==> src/rtl/fsm_eg_stim_gen_pkg.sv <==
// Shared encodings for the stimulus generator and its target FSM.
// Control states, run commands and target state codes.
package fsm_eg_stim_gen_pkg;

  typedef enum logic [1:0] {
    IDLE = 2'b00,
    RUN  = 2'b01,
    FIN  = 2'b10
  } ctl_t;

  localparam logic [1:0] CMD_IDLE = 2'b00;
  localparam logic [1:0] CMD_S1   = 2'b01;
  localparam logic [1:0] CMD_S2   = 2'b11;
  localparam logic [1:0] CMD_BAD  = 2'b10;

  typedef enum logic [1:0] {
    S0 = 2'b00,
    S1 = 2'b01,
    S2 = 2'b11
  } tgt_t;

endpackage

==> src/rtl/fsm_eg_stim_gen_if.sv <==
// Lookup bus between the generator control and its sequence ROM.
// The master supplies {cmd, step}; the slave returns one step word.
interface fsm_eg_stim_gen_if;
  logic [1:0] cmd;
  logic [1:0] step;
  logic       a;
  logic       b;
  logic       exp_y0;
  logic       exp_y1;
  logic       last;

  modport master (
    output cmd, step,
    input  a, b, exp_y0, exp_y1, last
  );

  modport slave (
    input  cmd, step,
    output a, b, exp_y0, exp_y1, last
  );
endinterface

==> src/rtl/fsm_eg_stim_rom.sv <==
// Combinational sequence table: {cmd, step} -> {a, b, y0, y1, last}.
// Unused slots and the illegal cmd return an empty terminal step.
module fsm_eg_stim_rom
  import fsm_eg_stim_gen_pkg::*;
(
  fsm_eg_stim_gen_if.slave rom
);

  logic [4:0] word;

  always_comb begin
    word = 5'b00001;
    unique case ({rom.cmd, rom.step})
      {CMD_IDLE, 2'd0}: word = 5'b00010;
      {CMD_IDLE, 2'd1}: word = 5'b00011;
      {CMD_S1,   2'd0}: word = 5'b10010;
      {CMD_S1,   2'd1}: word = 5'b00010;
      {CMD_S1,   2'd2}: word = 5'b10010;
      {CMD_S1,   2'd3}: word = 5'b00011;
      {CMD_S2,   2'd0}: word = 5'b11110;
      {CMD_S2,   2'd1}: word = 5'b00010;
      {CMD_S2,   2'd2}: word = 5'b00011;
      default:          word = 5'b00001;
    endcase
  end

  assign {rom.a, rom.b, rom.exp_y0, rom.exp_y1, rom.last} = word;

endmodule

==> src/rtl/fsm_eg_stim_gen.sv <==
// Stimulus generator and checker for the 3-state example FSM.
// Runs a cmd-selected sequence, flags mismatches, counts failures.
module fsm_eg_stim_gen
  import fsm_eg_stim_gen_pkg::*;
#(
  parameter int ERR_W = 8
) (
  input  logic             clk,
  input  logic             reset,
  input  logic             start,
  input  logic [1:0]       cmd,
  output logic             a,
  output logic             b,
  input  logic             y0,
  input  logic             y1,
  output logic             ready,
  output logic             done,
  output logic             err,
  output logic [ERR_W-1:0] err_cnt
);

  ctl_t       state, state_n;
  logic [1:0] cmd_q;
  logic [1:0] step;
  logic       run_err;
  logic       exp_y0, exp_y1, last_q;
  logic       mismatch;
  logic       accept;

  fsm_eg_stim_gen_if rom_bus ();

  fsm_eg_stim_rom u_rom (
    .rom (rom_bus.slave)
  );

  // Look one step ahead so a/b/expected are registered together
  assign rom_bus.cmd  = (state == IDLE) ? cmd : cmd_q;
  assign rom_bus.step = (state == IDLE) ? 2'd0 : step + 2'd1;

  assign accept   = (state == IDLE) && start;
  assign mismatch = (y0 != exp_y0) || (y1 != exp_y1);

  always_ff @(posedge clk) begin
    if (reset) state <= IDLE;
    else       state <= state_n;
  end

  always_comb begin
    state_n = state;
    ready   = 1'b0;
    done    = 1'b0;
    err     = 1'b0;
    unique case (1'b1)
      state == IDLE: begin
        ready = 1'b1;
        if (start)
          state_n = (cmd == CMD_BAD) ? FIN : RUN;
      end
      state == RUN: begin
        if (last_q) state_n = FIN;
      end
      state == FIN: begin
        done    = 1'b1;
        err     = run_err;
        state_n = IDLE;
      end
      default: state_n = IDLE;
    endcase
  end

  always_ff @(posedge clk) begin
    if (reset) begin
      cmd_q   <= CMD_IDLE;
      step    <= 2'd0;
      run_err <= 1'b0;
      a       <= 1'b0;
      b       <= 1'b0;
      exp_y0  <= 1'b0;
      exp_y1  <= 1'b0;
      last_q  <= 1'b0;
      err_cnt <= '0;
    end else begin
      if (accept) begin
        cmd_q   <= cmd;
        step    <= 2'd0;
        run_err <= (cmd == CMD_BAD);
        a       <= rom_bus.a;
        b       <= rom_bus.b;
        exp_y0  <= rom_bus.exp_y0;
        exp_y1  <= rom_bus.exp_y1;
        last_q  <= rom_bus.last;
      end else if (state == RUN) begin
        step    <= step + 2'd1;
        run_err <= run_err | mismatch;
        a       <= rom_bus.a & ~last_q;
        b       <= rom_bus.b & ~last_q;
        exp_y0  <= rom_bus.exp_y0;
        exp_y1  <= rom_bus.exp_y1;
        last_q  <= rom_bus.last;
      end else if (state == FIN) begin
        a <= 1'b0;
        b <= 1'b0;
        if (run_err && (err_cnt != '1))
          err_cnt <= err_cnt + 1'b1;
      end
    end
  end

endmodule

==> config.mk <==
export PLATFORM = sky130hd
export DESIGN_NAME = fsm_eg_stim_gen
export DESIGN_NICKNAME = d
export VERILOG_FILES = /design/src/rtl/fsm_eg_stim_gen_pkg.sv /design/src/rtl/fsm_eg_stim_gen_if.sv /design/src/rtl/fsm_eg_stim_rom.sv /design/src/rtl/fsm_eg_stim_gen.sv
export SDC_FILE = /design/constraint.sdc
export NUM_CORES = 1
export LEC_CHECK = 0
export CAP_MARGIN = 5
export CORE_MARGIN = 2
export CORE_UTILIZATION = 45
export DETAILED_ROUTE_END_ITERATION = 8
export PLACE_DENSITY_LB_ADDON = 0.05
export SETUP_SLACK_MARGIN = 0.5
export SLEW_MARGIN = 5
export SYNTH_ARGS = -nofsm -noshare
export SYNTH_HDL_FRONTEND = slang
export SYNTH_HIERARCHICAL = 1
export SYNTH_SLANG_ARGS = --single-unit
==> constraint.sdc <==
create_clock -name clk -period 2.6 [get_ports clk]
set_clock_uncertainty 0.05 [all_clocks]
set_input_delay 0.39 -clock clk [delete_from_list [all_inputs] [get_ports clk]]
set_output_delay 0.39 -clock clk [all_outputs]
set_load 0.1 [all_outputs]
### Yosys cells after proc, flatten, opt, wreduce, memory -nomap -nowiden

Memories as Yosys holds them, arrays and structs flattened.
Cells that the tools add are included.

| cells by class | value |
|---|---|
| $add $sub $neg | 2 |
| multipliers | 0 |
| divide/modulo/power cells | 0 |
| order comparisons | 0 |
| eq/ne operators | 8 |
| shifts and indexed selects | 0 |
| mux-type cells | 22 |
| bitwise logic cells | 6 |
| reductions and logical operators | 9 |

Operator list:

| operator | count |
|---|---|
| $mux 1 | 16 |
| $mux 2 | 5 |
| $add 8x1->8 const B | 1 |
| $ne 8x8->1 const B | 1 |
| $eq 2x2->1 const B | 2 |
| $ne 2x2->1 const B | 2 |
| $pmux 2 s2 | 1 |
| $reduce_and 4->1 | 1 |
| $not 1->1 | 3 |
| $reduce_bool 3->1 | 1 |
| $add 2x1->2 const B | 1 |
| $and 1x1->1 | 2 |
| $eq 2x1->1 const B | 1 |
| $logic_and 1x1->1 | 2 |
| $logic_not 2->1 | 1 |
| $ne 1x1->1 | 2 |
| $reduce_and 2->1 | 1 |
| $reduce_bool 2->1 | 1 |
| $reduce_or 2->1 | 1 |
| $logic_or 1x1->1 | 1 |
| $or 1x1->1 | 1 |

| word-level totals | value |
|---|---|
| register bits | 20 |
| bits in latches | 0 |
| RAM bits | 0 |
| ROM bits | 80 |
| input bits | 7 |
| output and inout bits | 13 |
| logic and storage cells | 58 |
| memories kept | 1 |

Memories:

| name | depth | width | rd ports | clocked after Yosys merged registers in | write ports | line | RTL |
|---|---|---|---|---|---|---|---|
| (name not given) | 16 | 5 | 1 | 0 | 0 | fsm_eg_stim_rom.sv:13 | `unique case ({rom.cmd, rom.step})` |

### Longest topological paths before layout

An unclocked memory read counts as a cell.

| logic depth | value |
|---|---|
| depth after elaboration | 6 |
| depth in mapped cells | 8 |
| gate-level depth less buffers | 7 |

### Modules after synthesis

Netlist, hierarchy kept.

Modules (own cells, without submodules):

| module | instances | cells an instance | area each (µm²) | sequential area each (µm²) |
|---|---|---|---|---|
| fsm_eg_stim_gen | 1 | 115 | 1021.0 | 400.4 |
| fsm_eg_stim_rom | 1 | 10 | 70.1 | 0.0 |

### Worst setup path before layout

OpenSTA, ideal clock, no wires.

| path | value |
|---|---|
| path type | register to register |
| start | reg state[0] |
| end | reg b |
| data arrival time | 2.178 ns |
| required time | 2.422 ns |
| setup slack | 0.244 ns |
| stages on the path, launching flop included | 8 |
| path buffers | 1 |
| cells stage by stage | dfxtp_1 > buf_2 > nor2_4 > mux2_2 > nor3b_2 > mux2_2 > a22oi_1 > nor2_1 |

| on the way | value |
|---|---|
| cells in the longest elaborated chain, start to end | 6 |
| elaborated cells on any way between the ends | 11 |
| classes of those cells | eq/ne: 2; mux: 4; bitwise: 1; reduce/logical: 3; memory: 1 |

RTL lines:

| what | line | RTL |
|---|---|---|
| start, declared | fsm_eg_stim_gen.sv:22 | `ctl_t state, state_n;` |
| start signal, assigned | fsm_eg_stim_gen.sv:45 | `else state <= state_n;` |
| $logic_not 2->1 (*) | fsm_eg_stim_gen.sv:37 | `assign rom_bus.cmd = (state == IDLE) ? cmd : cmd_q;` |
| $mux 2 (*) | fsm_eg_stim_gen.sv:37 |  |
| net rom_bus.cmd[1] | fsm_eg_stim_gen_if.sv:4 | `logic [1:0] cmd;` |
| $mem_v2 16x5 (*) | - |  |
| net rom_bus.b | fsm_eg_stim_gen_if.sv:7 | `logic b;` |
| $and 1x1->1 | fsm_eg_stim_gen.sv:96 | `b <= rom_bus.b & ~last_q;` |
| $mux 1 | fsm_eg_stim_gen.sv:92 | `end else if (state == RUN) begin` |
| $mux 1 (*) | fsm_eg_stim_gen.sv:83 | `if (accept) begin` |
| end signal, assigned | fsm_eg_stim_gen.sv:88 | `b <= rom_bus.b;` |
| end signal, assigned | fsm_eg_stim_gen.sv:96 |  |
| end, declared | fsm_eg_stim_gen.sv:13 | `output logic b,` |

Mark *: on every way through the listed nets, which the timed path passes. The rest lies on a longest branch.
A chain may end at the register's enable or synchronous reset.

### Worst setup path in the final report

| path | value |
|---|---|
| start | reg state[0] |
| end | out err |

| on the way | value |
|---|---|
| cells in the longest elaborated chain, start to end | 2 |

RTL lines:

| what | line | RTL |
|---|---|---|
| $eq 2x2->1 | fsm_eg_stim_gen.sv:62 | `state == FIN: begin` |
| $mux 1 | fsm_eg_stim_gen.sv:53 | `unique case (1'b1)` |
| end, declared | fsm_eg_stim_gen.sv:18 | `output logic err,` |

No other way between the ends.

==> flow_summary.json <==
{
  "finalInstanceArea_um2": 1340,
  "dp_hpwl_um": 1740,
  "worstPathRequired_ps": 2160,
  "slew_headroom": 0.614,
  "fmax_mhz": 509,
  "grt_first_pass_wirelength_um": 4050,
  "synth_area_leader_cell": "dfxtp_1",
  "drt-pass1-iter-count": 4,
  "synthArstFlopShare": 0,
  "hold_viol": 0,
  "viasPerCell": 5.49,
  "area_growth_pct": 22.8,
  "die_w_um": 53.2,
  "syn_area_um2": 1090,
  "yosysTopAreaCellShare": 0.367,
  "p_total_uw": 703,
  "grt_max_degree": 15,
  "synth_edf_count": 0,
  "coreArea_um2": 2250,
  "worst_slack_ps": 634,
  "cts-root-buf": "clkbuf_4",
  "final_common_cell": "dfxtp_1",
  "grt.total_usage": 0.196,
  "die_area_um2": 2830,
  "syn_avg_cell_area_um2": 8.73,
  "yosysUniqueCellTypes": 40,
  "diodes": 0,
  "utilization": 0.594,
  "setup_tns_ps": 0,
  "placed_area_um2": 1300,
  "fin_cells": 174,
  "drt_wl_total_um": 2360,
  "grt_pass1_vias": 921,
  "clk_path_buf_depth": 2,
  "yosysSeqAreaShare": 0.367,
  "finalMaxSlewViolations": 0,
  "ys.flop_type": "dfxtp_1",
  "wire_per_inst_um": 13.6,
  "min_path_type": "register to register",
  "tightestPinTransition_ps": 578,
  "antenna_found_initial": 0,
  "finalCriticalPeriod_ps": 1970,
  "portBuffers": 19,
  "die_h_um": 53.2,
  "path_clk_slew_ps": 120,
  "crit_path_end_kind": "primary output",
  "num_vias": 956,
  "clk_latency_ps": 310,
  "syn_nets": 133,
  "cts_post_setup_buffers_inserted": 0,
  "pre_cts_ws_ps": 615,
  "powerDensity_nw_per_um2": 525,
  "critPathKind": "register to primary output",
  "n_fill_cell": 225,
  "num_rows": 17,
  "drt-initial-drc-count": 18,
  "ctsHoldBuffers": 0,
  "ir_worst_vdd_mv": 0.359,
  "numCtsBuffers": 3,
  "ys_warn_count": 6,
  "rsz0062_at_grt": "no",
  "synth_area_leaders": "dfxtp_1 (37%), nor2_1 (6.2%), a21oi_1 (4.6%)",
  "final_layout_size_suffix_gt1_frac": 0.247,
  "status": "finished, final reports clean",
  "synth_seq_cells": 20,
  "htree_levels": 1,
  "p_leak_nw": 0.538,
  "placed_cells": 170,
  "tritoncts": "done",
  "postRouteAntennaNets": 0,
  "r2r_cells": 6,
  "drcViolationCount": 0,
  "startpoint_type": "register",
  "nets": 155,
  "post-route-period-util": 0.756,
  "setup-violations-final": 0,
  "final_cell_mix": "dfxtp_1 (18), nor2_1 (17), buf_4 (16)",
  "crit_arrival_ps": 1530,
  "maxCapViolCount": 0,
  "holdWs_ps": 414,
  "clkSinkCount": 20,
  "min_path_cells": 2,
  "cts_resized": 0,
  "gp_congestion": 0.800,
  "start_util": 0.484,
  "critPathMaxFanout": 12,
  "io_pins": 20,
  "grt-ovfl-total": 0,
  "postSynthCellCount": 125
}
[path summary, 6_finish.rpt]
path	endpoint	from	slack, ps
hold reg to reg	cmd_q[0]	cmd_q[0]	410
setup reg to reg	a	step[0]	740
hold / removal	cmd_q[0]	cmd_q[0]	410
setup / recovery	err	state[0]	630
[per-layer routing]
layer  routed length, um  share of wire  up-vias  track usage
met5                   0              0        -            0
met4                  14         0.0059        0       0.0812
met2                1070           0.45       13        0.298
met1                1210           0.51      450        0.271
li1                    -              -      491            -
met3                  63          0.027        2       0.0311
[cells in the mapped netlist (3+ instances only)]
master / n
nor3_1: 4
xnor2_1: 3
nor2b_1: 3
inv_1: 3
mux2_2: 4
nand2b_1: 3
nand3_1: 5
a211oi_1: 3
a21oi_1: 10
a22oi_1: 4
mux2i_1: 4
dfxtp_1: 20
nor2_1: 18
nand2_1: 8
[critical path, cell delays in order (launching register included)]
cell      delay (ps)
dfxtp_1          350
buf_4            180
nand3b_2         250
inv_1            130
buf_4            300
[cell families (layout without fill, tap and decap cells)]
group / count (synthesis) / in the layout / synth area share
AO/OA/AOI/OAI: 32 / 32 / 0.212
adder cells (fa/ha/maj): 1 / 1 / 0.0115
flip-flops: 20 / 20 / 0.367
buffers and inverters: 8 / 29 / 0.0367
XOR/XNOR: 4 / 4 / 0.0321
AND/OR/NAND/NOR: 52 / 52 / 0.263
multiplexers: 8 / 8 / 0.0780
[cell type report]
class,instances,area (um^2),share of cell area
Clock buffer,4,36.3,0.0271
Multi-Input combinational cell,97,674,0.503
Tap cell,28,35.0,0.0261
Sequential cell,20,403,0.301
Inverter,3,11.3,0.00840
Timing Repair Buffer,22,180,0.134
[sequential cells by signal, indices dropped and copies added, names as in the netlist]
register and cells:
exp_y1 1, exp_y0 1, a 1, state 2
last_q 1, cmd_q 2, b 1, err_cnt 8
step 2, run_err 1
[where the power goes]
group	switching, mW	internal [mW]
clock	0.102	0.0855
combinational	0.110	0.0715
sequential	0.0129	0.322
No activity file was read; power rests on OpenSTA's default activity.
